--- src/rtl/dispatcher_pkg.sv ---
// Shared constants for the issue stage: internal opcodes (also used by RS, LSB and ALU),
// RISC-V major opcodes, tag/count widths and the renamed-operand record.
package dispatcher_pkg;

    localparam int ROB_ID_W = 4;
    localparam int OP_W     = 6;
    localparam int CNT_W    = 5;

    localparam logic [6:0] RV_LUI    = 7'b0110111;
    localparam logic [6:0] RV_AUIPC  = 7'b0010111;
    localparam logic [6:0] RV_JAL    = 7'b1101111;
    localparam logic [6:0] RV_JALR   = 7'b1100111;
    localparam logic [6:0] RV_BRANCH = 7'b1100011;
    localparam logic [6:0] RV_LOAD   = 7'b0000011;
    localparam logic [6:0] RV_STORE  = 7'b0100011;
    localparam logic [6:0] RV_OPIMM  = 7'b0010011;
    localparam logic [6:0] RV_OP     = 7'b0110011;

    localparam logic [OP_W-1:0] OP_NOP   = 6'd0;
    localparam logic [OP_W-1:0] OP_LUI   = 6'd1;
    localparam logic [OP_W-1:0] OP_AUIPC = 6'd2;
    localparam logic [OP_W-1:0] OP_JAL   = 6'd3;
    localparam logic [OP_W-1:0] OP_JALR  = 6'd4;
    localparam logic [OP_W-1:0] OP_BEQ   = 6'd5;
    localparam logic [OP_W-1:0] OP_BNE   = 6'd6;
    localparam logic [OP_W-1:0] OP_BLT   = 6'd7;
    localparam logic [OP_W-1:0] OP_BGE   = 6'd8;
    localparam logic [OP_W-1:0] OP_BLTU  = 6'd9;
    localparam logic [OP_W-1:0] OP_BGEU  = 6'd10;
    localparam logic [OP_W-1:0] OP_LB    = 6'd11;
    localparam logic [OP_W-1:0] OP_LH    = 6'd12;
    localparam logic [OP_W-1:0] OP_LW    = 6'd13;
    localparam logic [OP_W-1:0] OP_LBU   = 6'd14;
    localparam logic [OP_W-1:0] OP_LHU   = 6'd15;
    localparam logic [OP_W-1:0] OP_SB    = 6'd16;
    localparam logic [OP_W-1:0] OP_SH    = 6'd17;
    localparam logic [OP_W-1:0] OP_SW    = 6'd18;
    localparam logic [OP_W-1:0] OP_ADDI  = 6'd19;
    localparam logic [OP_W-1:0] OP_SLTI  = 6'd20;
    localparam logic [OP_W-1:0] OP_SLTIU = 6'd21;
    localparam logic [OP_W-1:0] OP_XORI  = 6'd22;
    localparam logic [OP_W-1:0] OP_ORI   = 6'd23;
    localparam logic [OP_W-1:0] OP_ANDI  = 6'd24;
    localparam logic [OP_W-1:0] OP_SLLI  = 6'd25;
    localparam logic [OP_W-1:0] OP_SRLI  = 6'd26;
    localparam logic [OP_W-1:0] OP_SRAI  = 6'd27;
    localparam logic [OP_W-1:0] OP_ADD   = 6'd28;
    localparam logic [OP_W-1:0] OP_SUB   = 6'd29;
    localparam logic [OP_W-1:0] OP_SLL   = 6'd30;
    localparam logic [OP_W-1:0] OP_SLT   = 6'd31;
    localparam logic [OP_W-1:0] OP_SLTU  = 6'd32;
    localparam logic [OP_W-1:0] OP_XOR   = 6'd33;
    localparam logic [OP_W-1:0] OP_SRL   = 6'd34;
    localparam logic [OP_W-1:0] OP_SRA   = 6'd35;
    localparam logic [OP_W-1:0] OP_OR    = 6'd36;
    localparam logic [OP_W-1:0] OP_AND   = 6'd37;

    // r=1: v holds the value and q is 0; r=0: waiting on ROB tag q.
    typedef struct packed {
        logic                r;
        logic [ROB_ID_W-1:0] q;
        logic [31:0]         v;
    } operand_t;

endpackage

--- src/rtl/dispatcher_decoder.sv ---
// Combinational RV32I decoder. Unknown encodings map to OP_NOP with no sources and no rd,
// so they flow to the RS as harmless placeholders.
module dispatcher_decoder
    import dispatcher_pkg::*;
(
    input  logic [31:0]     inst,
    output logic [OP_W-1:0] opcode,
    output logic [4:0]      rd,
    output logic [4:0]      rs1,
    output logic [4:0]      rs2,
    output logic            use1,
    output logic            use2,
    output logic [31:0]     imm,
    output logic            is_mem,
    output logic            writes_rd
);
    logic [6:0]  major;
    logic [2:0]  f3;
    logic [6:0]  f7;
    logic [31:0] imm_i, imm_s, imm_b, imm_u, imm_j;

    assign major = inst[6:0];
    assign f3    = inst[14:12];
    assign f7    = inst[31:25];
    assign rs1   = inst[19:15];
    assign rs2   = inst[24:20];
    assign imm_i = {{20{inst[31]}}, inst[31:20]};
    assign imm_s = {{20{inst[31]}}, inst[31:25], inst[11:7]};
    assign imm_b = {{19{inst[31]}}, inst[31], inst[7], inst[30:25], inst[11:8], 1'b0};
    assign imm_u = {inst[31:12], 12'b0};
    assign imm_j = {{11{inst[31]}}, inst[31], inst[19:12], inst[20], inst[30:21], 1'b0};

    always_comb begin
        opcode    = OP_NOP;
        use1      = 1'b0;
        use2      = 1'b0;
        imm       = '0;
        is_mem    = 1'b0;
        writes_rd = 1'b0;
        unique case (major)
            RV_LUI:   begin opcode = OP_LUI;   imm = imm_u; writes_rd = 1'b1; end
            RV_AUIPC: begin opcode = OP_AUIPC; imm = imm_u; writes_rd = 1'b1; end
            RV_JAL:   begin opcode = OP_JAL;   imm = imm_j; writes_rd = 1'b1; end
            RV_JALR: if (f3 == 3'b000) begin
                opcode = OP_JALR; imm = imm_i; use1 = 1'b1; writes_rd = 1'b1;
            end
            RV_BRANCH: begin
                case (f3)
                    3'b000:  opcode = OP_BEQ;
                    3'b001:  opcode = OP_BNE;
                    3'b100:  opcode = OP_BLT;
                    3'b101:  opcode = OP_BGE;
                    3'b110:  opcode = OP_BLTU;
                    3'b111:  opcode = OP_BGEU;
                    default: opcode = OP_NOP;
                endcase
                if (opcode != OP_NOP) begin imm = imm_b; use1 = 1'b1; use2 = 1'b1; end
            end
            RV_LOAD: begin
                case (f3)
                    3'b000:  opcode = OP_LB;
                    3'b001:  opcode = OP_LH;
                    3'b010:  opcode = OP_LW;
                    3'b100:  opcode = OP_LBU;
                    3'b101:  opcode = OP_LHU;
                    default: opcode = OP_NOP;
                endcase
                if (opcode != OP_NOP) begin
                    imm = imm_i; use1 = 1'b1; is_mem = 1'b1; writes_rd = 1'b1;
                end
            end
            RV_STORE: begin
                case (f3)
                    3'b000:  opcode = OP_SB;
                    3'b001:  opcode = OP_SH;
                    3'b010:  opcode = OP_SW;
                    default: opcode = OP_NOP;
                endcase
                if (opcode != OP_NOP) begin
                    imm = imm_s; use1 = 1'b1; use2 = 1'b1; is_mem = 1'b1;
                end
            end
            RV_OPIMM: begin
                case (f3)
                    3'b000:  opcode = OP_ADDI;
                    3'b010:  opcode = OP_SLTI;
                    3'b011:  opcode = OP_SLTIU;
                    3'b100:  opcode = OP_XORI;
                    3'b110:  opcode = OP_ORI;
                    3'b111:  opcode = OP_ANDI;
                    3'b001:  opcode = (f7 == 7'h00) ? OP_SLLI : OP_NOP;
                    default: opcode = (f7 == 7'h00) ? OP_SRLI : (f7 == 7'h20) ? OP_SRAI : OP_NOP;
                endcase
                if (opcode != OP_NOP) begin imm = imm_i; use1 = 1'b1; writes_rd = 1'b1; end
            end
            RV_OP: begin
                if (f7 == 7'h00) begin
                    case (f3)
                        3'b000:  opcode = OP_ADD;
                        3'b001:  opcode = OP_SLL;
                        3'b010:  opcode = OP_SLT;
                        3'b011:  opcode = OP_SLTU;
                        3'b100:  opcode = OP_XOR;
                        3'b101:  opcode = OP_SRL;
                        3'b110:  opcode = OP_OR;
                        default: opcode = OP_AND;
                    endcase
                end else if (f7 == 7'h20 && f3 == 3'b000) begin
                    opcode = OP_SUB;
                end else if (f7 == 7'h20 && f3 == 3'b101) begin
                    opcode = OP_SRA;
                end
                if (opcode != OP_NOP) begin use1 = 1'b1; use2 = 1'b1; writes_rd = 1'b1; end
            end
            default: ;
        endcase
    end

    // rd is zeroed when not written so downstream bypass/rename logic can key on rd alone.
    assign rd = writes_rd ? inst[11:7] : 5'd0;

endmodule

--- src/rtl/dispatcher.sv ---
// Issue stage: pops the IQ, decodes, renames both sources against the in-flight stage,
// regfile, live broadcasts and ROB, then presents one registered packet to the RS or LSB.
module dispatcher
    import dispatcher_pkg::*;
(
    input  logic                clk,
    input  logic                rst,
    input  logic                rdy,
    input  logic                clear,
    input  logic                inst_valid,
    output logic                inst_ready,
    input  logic [31:0]         inst,
    input  logic [31:0]         inst_pc,
    output logic [4:0]          rf_rs1,
    output logic [4:0]          rf_rs2,
    input  logic                rf_busy1,
    input  logic                rf_busy2,
    input  logic [ROB_ID_W-1:0] rf_tag1,
    input  logic [ROB_ID_W-1:0] rf_tag2,
    input  logic [31:0]         rf_val1,
    input  logic [31:0]         rf_val2,
    output logic [ROB_ID_W-1:0] rob_q1_id,
    output logic [ROB_ID_W-1:0] rob_q2_id,
    input  logic                rob_q1_rdy,
    input  logic [31:0]         rob_q1_val,
    input  logic                rob_q2_rdy,
    input  logic [31:0]         rob_q2_val,
    input  logic [ROB_ID_W-1:0] rob_tail_id,
    input  logic [CNT_W-1:0]    rob_free_cnt,
    input  logic [CNT_W-1:0]    rs_free_cnt,
    input  logic [CNT_W-1:0]    lsb_free_cnt,
    input  logic                is_alu_ok,
    input  logic [ROB_ID_W-1:0] rob_id_from_alu,
    input  logic [31:0]         res_from_alu,
    input  logic                is_lsb_ok,
    input  logic [ROB_ID_W-1:0] rob_id_from_lsb,
    input  logic [31:0]         res_from_lsb,
    input  logic                is_rob_ok,
    input  logic [ROB_ID_W-1:0] rob_id_from_rob,
    input  logic [31:0]         res_from_rob,
    output logic                rob_issue,
    output logic [4:0]          rob_rd,
    output logic [31:0]         rob_pc_o,
    output logic                rf_rename_en,
    output logic [4:0]          rf_rename_rd,
    output logic [ROB_ID_W-1:0] rf_rename_tag,
    output logic                is_issue,
    output logic                is_issue_lsb,
    output logic [OP_W-1:0]     issue_opcode,
    output logic [ROB_ID_W-1:0] issue_rob_id,
    output logic [31:0]         issue_Vi,
    output logic [ROB_ID_W-1:0] issue_Qi,
    output logic                issue_Ri,
    output logic [31:0]         issue_Vj,
    output logic [ROB_ID_W-1:0] issue_Qj,
    output logic                issue_Rj,
    output logic [31:0]         issue_imm,
    output logic [31:0]         issue_pc
);
    typedef struct packed {
        logic                v;
        logic                lsb;
        logic [ROB_ID_W-1:0] tag;
        logic [4:0]          rd;
        logic [OP_W-1:0]     opcode;
        logic [31:0]         pc;
        logic [31:0]         imm;
        operand_t            opi;
        operand_t            opj;
    } stage_t;

    stage_t s_q, s_d;

    logic [OP_W-1:0] dec_opcode;
    logic [4:0]      dec_rd, dec_rs1, dec_rs2;
    logic            dec_use1, dec_use2, dec_is_mem, dec_writes_rd;
    logic [31:0]     dec_imm;

    dispatcher_decoder u_decoder (
        .inst      (inst),
        .opcode    (dec_opcode),
        .rd        (dec_rd),
        .rs1       (dec_rs1),
        .rs2       (dec_rs2),
        .use1      (dec_use1),
        .use2      (dec_use2),
        .imm       (dec_imm),
        .is_mem    (dec_is_mem),
        .writes_rd (dec_writes_rd)
    );

    assign rf_rs1    = dec_rs1;
    assign rf_rs2    = dec_rs2;
    assign rob_q1_id = rf_tag1;
    assign rob_q2_id = rf_tag2;

    // Slots in S are already spoken for but not yet visible in the free counts.
    logic s_rs, s_lsb, fire;
    logic [ROB_ID_W-1:0] new_tag;
    assign s_lsb   = s_q.v & s_q.lsb;
    assign s_rs    = s_q.v & ~s_q.lsb;
    assign new_tag = rob_tail_id + ROB_ID_W'(s_q.v);

    always_comb begin
        inst_ready = rdy & ~clear & (rob_free_cnt > CNT_W'(s_q.v)) &
                     (dec_is_mem ? (lsb_free_cnt > CNT_W'(s_lsb)) : (rs_free_cnt > CNT_W'(s_rs)));
    end
    assign fire = inst_valid & inst_ready;

    // Broadcast lookup for four tags: the two regfile tags and the two registered Q fields.
    logic [ROB_ID_W-1:0] look_tag [4];
    logic [3:0]          look_hit;
    logic [31:0]         look_val [4];

    assign look_tag[0] = rf_tag1;
    assign look_tag[1] = rf_tag2;
    assign look_tag[2] = s_q.opi.q;
    assign look_tag[3] = s_q.opj.q;

    always_comb begin
        for (int k = 0; k < 4; k++) begin
            look_hit[k] = 1'b0;
            look_val[k] = '0;
            if (is_rob_ok && rob_id_from_rob == look_tag[k]) begin
                look_hit[k] = 1'b1; look_val[k] = res_from_rob;
            end
            if (is_lsb_ok && rob_id_from_lsb == look_tag[k]) begin
                look_hit[k] = 1'b1; look_val[k] = res_from_lsb;
            end
            if (is_alu_ok && rob_id_from_alu == look_tag[k]) begin
                look_hit[k] = 1'b1; look_val[k] = res_from_alu;
            end
        end
    end

    function automatic operand_t resolve(
        input logic                use_src,
        input logic [4:0]          src,
        input logic                busy,
        input logic [ROB_ID_W-1:0] tag,
        input logic [31:0]         val,
        input logic                bc_hit,
        input logic [31:0]         bc_val,
        input logic                q_rdy,
        input logic [31:0]         q_val,
        input logic                s_v,
        input logic [4:0]          s_rd,
        input logic [ROB_ID_W-1:0] s_tag
    );
        operand_t o;
        if (!use_src || src == 5'd0)               o = '{r: 1'b1, q: '0,    v: '0};
        else if (s_v && s_rd != 5'd0 && s_rd == src) o = '{r: 1'b0, q: s_tag, v: '0};
        else if (!busy)                            o = '{r: 1'b1, q: '0,    v: val};
        else if (bc_hit)                           o = '{r: 1'b1, q: '0,    v: bc_val};
        else if (q_rdy)                            o = '{r: 1'b1, q: '0,    v: q_val};
        else                                       o = '{r: 1'b0, q: tag,   v: '0};
        return o;
    endfunction

    always_comb begin
        s_d = s_q;
        if (rdy) begin
            s_d.v = fire;
            if (fire) begin
                s_d.lsb    = dec_is_mem;
                s_d.tag    = new_tag;
                s_d.rd     = dec_rd;
                s_d.opcode = dec_opcode;
                s_d.pc     = inst_pc;
                s_d.imm    = dec_imm;
                s_d.opi    = resolve(dec_use1, dec_rs1, rf_busy1, rf_tag1, rf_val1, look_hit[0],
                                     look_val[0], rob_q1_rdy, rob_q1_val, s_q.v, s_q.rd, s_q.tag);
                s_d.opj    = resolve(dec_use2, dec_rs2, rf_busy2, rf_tag2, rf_val2, look_hit[1],
                                     look_val[1], rob_q2_rdy, rob_q2_val, s_q.v, s_q.rd, s_q.tag);
            end
        end
    end

    always_ff @(posedge clk) begin
        if (rst || clear) s_q <= '0;
        else              s_q <= s_d;
    end

    // The RS cannot snoop the entry it is writing, so late broadcasts are folded in here.
    operand_t out_i, out_j;
    always_comb begin
        out_i = s_q.opi;
        out_j = s_q.opj;
        if (s_q.v && !s_q.opi.r && look_hit[2]) out_i = '{r: 1'b1, q: '0, v: look_val[2]};
        if (s_q.v && !s_q.opj.r && look_hit[3]) out_j = '{r: 1'b1, q: '0, v: look_val[3]};
    end

    assign rob_issue     = s_q.v;
    assign rob_rd        = s_q.rd;
    assign rob_pc_o      = s_q.pc;
    assign rf_rename_en  = s_q.v & (s_q.rd != 5'd0);
    assign rf_rename_rd  = s_q.rd;
    assign rf_rename_tag = s_q.tag;
    assign is_issue      = s_rs;
    assign is_issue_lsb  = s_lsb;
    assign issue_opcode  = s_q.opcode;
    assign issue_rob_id  = s_q.tag;
    assign issue_Vi      = out_i.v;
    assign issue_Qi      = out_i.q;
    assign issue_Ri      = out_i.r;
    assign issue_Vj      = out_j.v;
    assign issue_Qj      = out_j.q;
    assign issue_Rj      = out_j.r;
    assign issue_imm     = s_q.imm;
    assign issue_pc      = s_q.pc;

endmodule

--- config.mk ---
export PLATFORM = sky130hd
export DESIGN_NAME = dispatcher
export DESIGN_NICKNAME = d
export VERILOG_FILES = /design/src/rtl/dispatcher_pkg.sv /design/src/rtl/dispatcher_decoder.sv /design/src/rtl/dispatcher.sv
export SDC_FILE = /design/constraint.sdc
export NUM_CORES = 1
export LEC_CHECK = 0
export CORE_AREA = 2 2 215 217
export DETAILED_ROUTE_END_ITERATION = 8
export DIE_AREA = 0 0 217 219
export SLEW_MARGIN = 25
export SYNTH_ARGS = -nofsm -noshare
export SYNTH_HDL_FRONTEND = slang
export SYNTH_SLANG_ARGS = --single-unit
--- constraint.sdc ---
create_clock -name clk -period 5.3 [get_ports clk]
set_input_delay 1.59 -clock clk [delete_from_list [all_inputs] [get_ports clk]]
set_output_delay 1.59 -clock clk [all_outputs]
set_load 0.01 [all_outputs]
==> results of run 1 <==
==> final cells by class <==
class,instances,area [sq um],area share
multi-input cells,1256,8040,0.418
repair buffers,691,6530,0.340
flip-flops and latches,155,3100,0.161
well taps,600,751,0.0390
clock buffers,20,467,0.0243
inverters,46,173,0.00898
clock inverters,12,153,0.00793
diodes,10,25.0,0.00130
==> layer usage <==
metal,global-route usage,share of wire,up-vias
li1,-,-,7083
met1,0.321,0.38,7456
met2,0.449,0.47,1044
met3,0.0780,0.10,220
met4,0.121,0.050,12
met5,0,0.0011,-
==> sequential cells by signal (all words and copies together), names as in the netlist <==
name          flops
issue_imm        32
look_tag          8
rob_issue         1
s_q              67
issue_pc         32
issue_rob_id      4
issue_opcode      6
rf_rename_rd      5
==> synthesized netlist by cell type, types with 3 or more instances <==
library cell    n
mux2i_1         6
o221a_1         7
nor3_1         15
clkbuf_1      135
o22ai_1         8
a221oi_1       97
a32o_1          6
or2_2           5
buf_4         141
ha_1            5
and2_1         15
buf_2          14
a22o_1          6
a211oi_1        4
o221a_2        26
and3_1          7
nand2_1       274
and3b_1         5
nand2b_1        8
or3_1           4
buf_6           5
xor2_1         33
nor2_1        257
inv_1          45
o311a_1        32
o31ai_2        30
mux2_2          3
nand3_1        56
xnor2_1        25
a21o_1         22
o21ai_0        27
o31ai_1       101
a21oi_1        69
nor4_1         11
a22oi_1         6
o41ai_1         4
a31oi_1         7
nand4_1         5
dfxtp_1       155
or4_1           4
buf_1           3
a311oi_1       33
==> kinds of logic after synthesis <==
family / count (synthesis)
AND/OR/NAND/NOR: 682
XOR/XNOR: 58
flip-flops: 155
multiplexers: 9
adder cells (fa/ha/maj): 7
AO/OA/AOI/OAI: 499
buffers and inverters: 345
==> metrics by stage <==
stage	total power (uW)	std cells	hold slack, ns	worst slack, ns	cell area (sq um)
3_3_place_gp	2000	2731	0.435	-0.619	18400
5_1_grt	3480	2785	0.469	-0.00850	19200
6_report	3350	2790	0.452	0.0979	19200
2_1_floorplan	1530	1755	0.425	0.464	12700
4_1_cts	3370	2773	0.455	0.000326	19100
3_5_place_dp	2000	2731	0.439	-0.631	18400
==> power groups by stage <==
stage | sequential, uW | clock (uW) | combinational, uW
after floorplan | 1200 | 0 | 328
after global placement | 1200 | 0 | 799
after detailed placement | 1200 | 0 | 803
after CTS | 1170 | 1390 | 809
after global routing | 1170 | 1440 | 868
final | 1170 | 1350 | 820
==> how the worst max path moves through the flow <==
stage	to	slack [ns]	cells past startpoint
2_1_floorplan	issue_Vi[10]	0.46	9
3_3_place_gp	issue_Vj[2]	-0.62	9
3_5_place_dp	issue_Vi[0]	-0.63	8
4_1_cts	issue_Vj[6]	0.0003	11
5_1_grt	issue_Vj[6]	-0.009	11
6_report	issue_Vj[10]	0.1	11
==> repair_timing <==
item / 4_1_cts / 5_1_grt
resized for setup: 276 / 57
setup endpoints to repair: 74 / 71
buffers inserted: 9 / 4
hold buffers: 0 / 0
pin swaps: 11 / 13
cloned: 1 / 4
==> worst max-delay path, cell delays in order <==
cell	delay [ns]
clkdlybuf4s15_1	0.23
xor2_1	0.17
nor3_1	0.19
nand3_1	0.14
a311o_2	0.48
buf_6	0.18
buf_8	0.15
buf_4	0.16
nand2_1	0.08
o31ai_2	0.07
buf_2	0.15
==> results.sh, run 1 <==
export IMPL_seqPwrFrac=0.351
export IMPL_status="finished clean"
export IMPL_routed_wl_um=66900
export IMPL_first_pass_iters=9
export IMPL_min_from="issue_opcode[5]"
export IMPL_synth_fa_ha_area_frac=0.00651
export IMPL_internal_power_uw=2320
export IMPL_setup_tns_final_ns=0
export IMPL_ys_warnings_count=0
export IMPL_reg2reg_to="s_q[59]"
export IMPL_core_sq_um=45100
export IMPL_switching_share=0.307
export IMPL_hold_path_class="flip-flop to flip-flop"
export IMPL_grt_pass1_vias=15300
export IMPL_critical_path_class="input pin to output pin"
export IMPL_hold_depth=2
export IMPL_ys_flop_type="dfxtp_1"
export IMPL_p_leak_uw=0.00730
export IMPL_vdd_ir_drop_max_uv=222
export IMPL_synthDistinctLibCells=68
export IMPL_synth_area_leaders="dfxtp_1, buf_4, nand2_1"
export IMPL_hold_violations=0
export IMPL_synth_seq_area_share=0.245
export IMPL_vias_per_cell=5.67
export IMPL_grt_overflow=0
export IMPL_fin_util=0.427
export IMPL_cts_made_buffers=17
export IMPL_muxShareOfSynthArea=0.00740
export IMPL_cp_start_kind="input pin"
export IMPL_cts_root_buf="clkbuf_16"
export IMPL_crit_fanout=17
export IMPL_crit_start="rob_id_from_rob[3]"
export IMPL_clkSinkCount=155
export IMPL_synthCells=1755
export IMPL_drc=0
export IMPL_portBuffers=555
export IMPL_yosysTopAreaCell="dfxtp_1"
export IMPL_mappedNetlistNets=2099
export IMPL_synth_compound_area_share=0.321
export IMPL_power_density_nw_per_um2=174
export IMPL_slew_violations=0
export IMPL_drv_cap=0
export IMPL_cts_tree="yes"
export IMPL_final_common_cell="clkdlybuf4s50_1"
export IMPL_max_freq_mhz=192
export IMPL_clock_path_buffers=2
export IMPL_synth_seq_cells=155
export IMPL_synth_xor_area_frac=0.0401
export IMPL_postRouteAntennaNets=0
export IMPL_antenna_found_initial=12
export IMPL_fillers=4627
export IMPL_htreeDepth=4
export IMPL_comb_power_share=0.245
export IMPL_synth_edf_count=0
export IMPL_holdPathEnd="issue_opcode[5]"
export IMPL_io_pins=556
export IMPL_async_reset_ff_frac=0
export IMPL_core_rowCount=78
export IMPL_end_kind="output pin"
export IMPL_grt_pass1_wl_um=97000
export IMPL_grt_max_degree=65
export IMPL_fp_dieH_um=219
export IMPL_period_share=0.982
export IMPL_synth_top_family_by_area="compound AO/OA/AOI/OAI gates"
export IMPL_pwr_share_clk=0.404
export IMPL_drt_initial_drc_count=1535
export IMPL_synth_top_area_share=0.245
export IMPL_grtUsageTotal=0.270
export IMPL_die_x_um=217
export IMPL_worstSkewPairLatency_ns=0.49
export IMPL_cp_arrival_ns=3.61
export IMPL_layout_nets=2511
export IMPL_r2r_setup_slack_ns=2.43
export IMPL_r2r_worst_path_cells=10
export IMPL_area_growth_syn_to_layout_pct=51.7
export IMPL_dp_final_hpwl_um=48200
export IMPL_syn_avg_cell_area_sq_um=7.22
export IMPL_final_cell_mix="clkdlybuf4s50_1, nand2_1, nor2_1"
export IMPL_cp_data_required_time_ns=3.71
export IMPL_dieArea_sq_um=47500
export IMPL_drive_above_1_share=0.167
export IMPL_fin_skew_ns=0.0169
export IMPL_clk_pin_slew_worst_paths_ns=0.07
export IMPL_synth_simple_gate_area_share=0.232
export IMPL_gp_congestion=0.968
export IMPL_period_needed_ns=5.20
export IMPL_r2r_start="rob_issue"
export IMPL_routedWlPerCell_um=24.0
export IMPL_switching_power_uw=1030
export IMPL_initial_core_util=0.281
export IMPL_syn_area_sq_um=12700
export IMPL_setup_viol=0
export IMPL_slew_headroom=0.368
export IMPL_tightestPinTransition_ns=0.948
export IMPL_dr_total_vias=15800
Note: power is estimated with default switching activity, not from simulation.
==> inputs of run 2 (changes only) <==
- ABC_CLOCK_PERIOD_IN_PS: default -> 5300
- CORE_AREA: 2 2 215 217 -> default
- CORE_UTILIZATION: default -> 30
- DIE_AREA: 0 0 217 219 -> default
- PLACE_DENSITY: default -> 0.69
- SYNTH_HIERARCHICAL: default -> 1
==> results.sh, run 2 <==
export IMPL_status="finished clean"
export IMPL_cts_made_buffers=17
export IMPL_rsz0062_at_grt="true"
export IMPL_mappedNetlistNets=2197
export IMPL_grt_pass1_wl_um=113000
export IMPL_cp_data_required_time_ns=3.71
export IMPL_slew_violations=0
export IMPL_critical_path_class="input pin to output pin"
export IMPL_final_common_cell="clkdlybuf4s50_1"
export IMPL_drive_above_1_share=0.195
export IMPL_stdcell_count=2934
export IMPL_crit_top_cell="nor3_4"
export IMPL_dp_final_hpwl_um=56400
export IMPL_vias_per_cell=6.02
export IMPL_grt_pass1_vias=17200
export IMPL_fin_skew_ns=0.0132
export IMPL_drt_initial_drc_count=1932
export IMPL_routed_wl_um=79400
export IMPL_fp_dieH_um=216
export IMPL_vdd_ir_drop_max_uv=235
export IMPL_r2r_setup_slack_ns=1.12
export IMPL_io_pins=556
export IMPL_top_register="s_q"
export IMPL_core_rowCount=77
export IMPL_grtUsageTotal=0.322
export IMPL_synth_top_area_share=0.226
export IMPL_synth_seq_area_share=0.226
export IMPL_dr_total_vias=17700
export IMPL_routedWlPerCell_um=27.1
export IMPL_clock_path_buffers=2
export IMPL_hold_worst_slack_ns=0.457
export IMPL_drv_cap=0
export IMPL_core_sq_um=44600
export IMPL_cpPeakStageDelay_ns=0.56
export IMPL_dieArea_sq_um=46500
export IMPL_period_share=0.994
export IMPL_async_reset_ff_frac=0
export IMPL_p_leak_uw=0.00727
export IMPL_path_cells="buf_8 > nand4bb_4 > or4_4 > a21oi_4 > or2_4 > or4b_4 > nor3_4 > nor3_4 > buf_2"
export IMPL_clk_pin_slew_worst_paths_ns=0.07
export IMPL_hold_violations=0
export IMPL_crit_fanout=4
export IMPL_synth_edf_count=0
export IMPL_largest_reg_flops=67
export IMPL_path_buf_inv=2
export IMPL_die_x_um=216
export IMPL_synthDistinctLibCells=77
export IMPL_fin_util=0.480
export IMPL_period_needed_ns=5.27
export IMPL_power_density_nw_per_um2=160
export IMPL_setup_viol=0
export IMPL_placed_cells=2850
export IMPL_slew_headroom=0.370
export IMPL_syn_avg_cell_area_sq_um=7.40
export IMPL_htreeDepth=4
export IMPL_gp_congestion=1.00
export IMPL_synthCells=1853
export IMPL_first_pass_iters=6
export IMPL_initial_core_util=0.307
export IMPL_grt_overflow=0
export IMPL_portBuffers=555
export IMPL_yosysTopAreaCell="dfxtp_1"
export IMPL_clkSinkCount=155
export IMPL_layout_nets=2660
export IMPL_tightestPinTransition_ns=0.946
export IMPL_cts_tree="yes"
export IMPL_synth_area_leaders="dfxtp_1, nand2_1, buf_4"
export IMPL_ys_warnings_count=6
export IMPL_end_kind="output pin"
export IMPL_antenna_found_initial=13
export IMPL_syn_area_sq_um=13700
export IMPL_grt_max_degree=65
export IMPL_max_freq_mhz=190
export IMPL_synth_seq_cells=155
export IMPL_critical_path_top_delay_family="simple AND/OR/NAND/NOR gates"
export IMPL_drc=0
export IMPL_ys_top_cells_by_count="nand2_1, a21oi_1, dfxtp_1"
export IMPL_cp_start_kind="input pin"
export IMPL_final_cell_mix="clkdlybuf4s50_1, nand2_1, a21oi_1"
export IMPL_worstSkewPairLatency_ns=0.47
export IMPL_cts_root_buf="clkbuf_16"
export IMPL_hold_path_class="flip-flop to flip-flop"
export IMPL_postRouteAntennaNets=0
export IMPL_area_growth_syn_to_layout_pct=56.1
export IMPL_crit_path_top_delay_cell="or4_4"
export IMPL_cp_arrival_ns=3.68
export IMPL_ys_flop_type="dfxtp_1"
export IMPL_yosysMostFrequentCell="nand2_1"
-- run 2: cell count changes after synthesis, sizes merged, moves of 31 or more --
cell,before,now
a211o,0,32
o311a,32,1
a311oi,33,0
o2bb2ai,0,67
a21oi,69,210
a211oi,4,77
a41oi,1,34
nand2,274,316
nand3,56,103
buf,163,199
o221a,33,0
nor2,257,90
o31ai,131,68
a2111oi,1,35
-- run 2: path summary, 6_finish.rpt --
| check | to | from | cells after the start |
|---|---|---|---|
| worst max-delay path | inst_ready | inst[3] | 9 |
| worst min-delay path | issue_imm[28] | issue_imm[28] | 2 |
| worst max register to register | s_q[31] | rob_issue | 20 |
| worst min register to register | issue_imm[28] | issue_imm[28] | 2 |
-- run 2: timing repair --
item,4_1_cts,5_1_grt
hold endpoints to repair,0,0
gates cloned,5,6
buffers inserted,26,7
hold buffers,0,0
resized for setup,300,79
setup endpoints to repair,75,128
pin swaps,44,28
-- run 2: worst min-delay path, cell delays in order (launching register included) --
cell     delay (ns)
dfxtp_1        0.31
nand2_1        0.05
a21oi_1        0.05
-- run 2: through the flow --
stage	area [sq um]	TNS [ns]	power, uW	setup slack [ns]
global placement	19900	-46.85	2060	-0.963
global route	21400	-0.0332	3540	-0.0128
CTS	21200	-0.0627	3420	-0.0314
finish	21400	0	3430	0.0306
detailed placement	19900	-50.27	2060	-1.02
floorplan	13700	0	1530	0.236
-- run 2: where the power goes --
part           switching, uW  total (uW)  leakage, uW  internal [uW]
logic                    485         913      0.00572            427
registers               4.60        1170      0.00125           1170
clock network            621        1350     0.000303            727
total                   1110        3430      0.00727           2320
-- run 2: cells by family after synthesis --
family / count (synthesis) / synth area share
AOI/OAI and AO/OA: 689 / 0.391
and+or+nand+nor: 617 / 0.207
buffers and inverters: 343 / 0.143
DFF: 155 / 0.226
xor gates and xnor gates: 44 / 0.0281
adders and majority gates: 5 / 0.00456
-- run 2: area by class of cell --
cell class / count / area [sq um]
fillers: 4381 / 23200
multi-input cells: 1355 / 9250
diodes: 13 / 32.5
repair buffers: 761 / 7560
well taps: 592 / 741
clock buffers: 18 / 439
flip-flops and latches: 155 / 3100
clock inverters: 14 / 178
inverters: 26 / 97.6
-- run 2: layer usage --
| metal | share of wire | global-route usage |
|---|---|---|
| met5 | 0.00045 | 0 |
| met2 | 0.47 | 0.533 |
| met1 | 0.38 | 0.384 |
| met4 | 0.054 | 0.171 |
| met3 | 0.095 | 0.0778 |
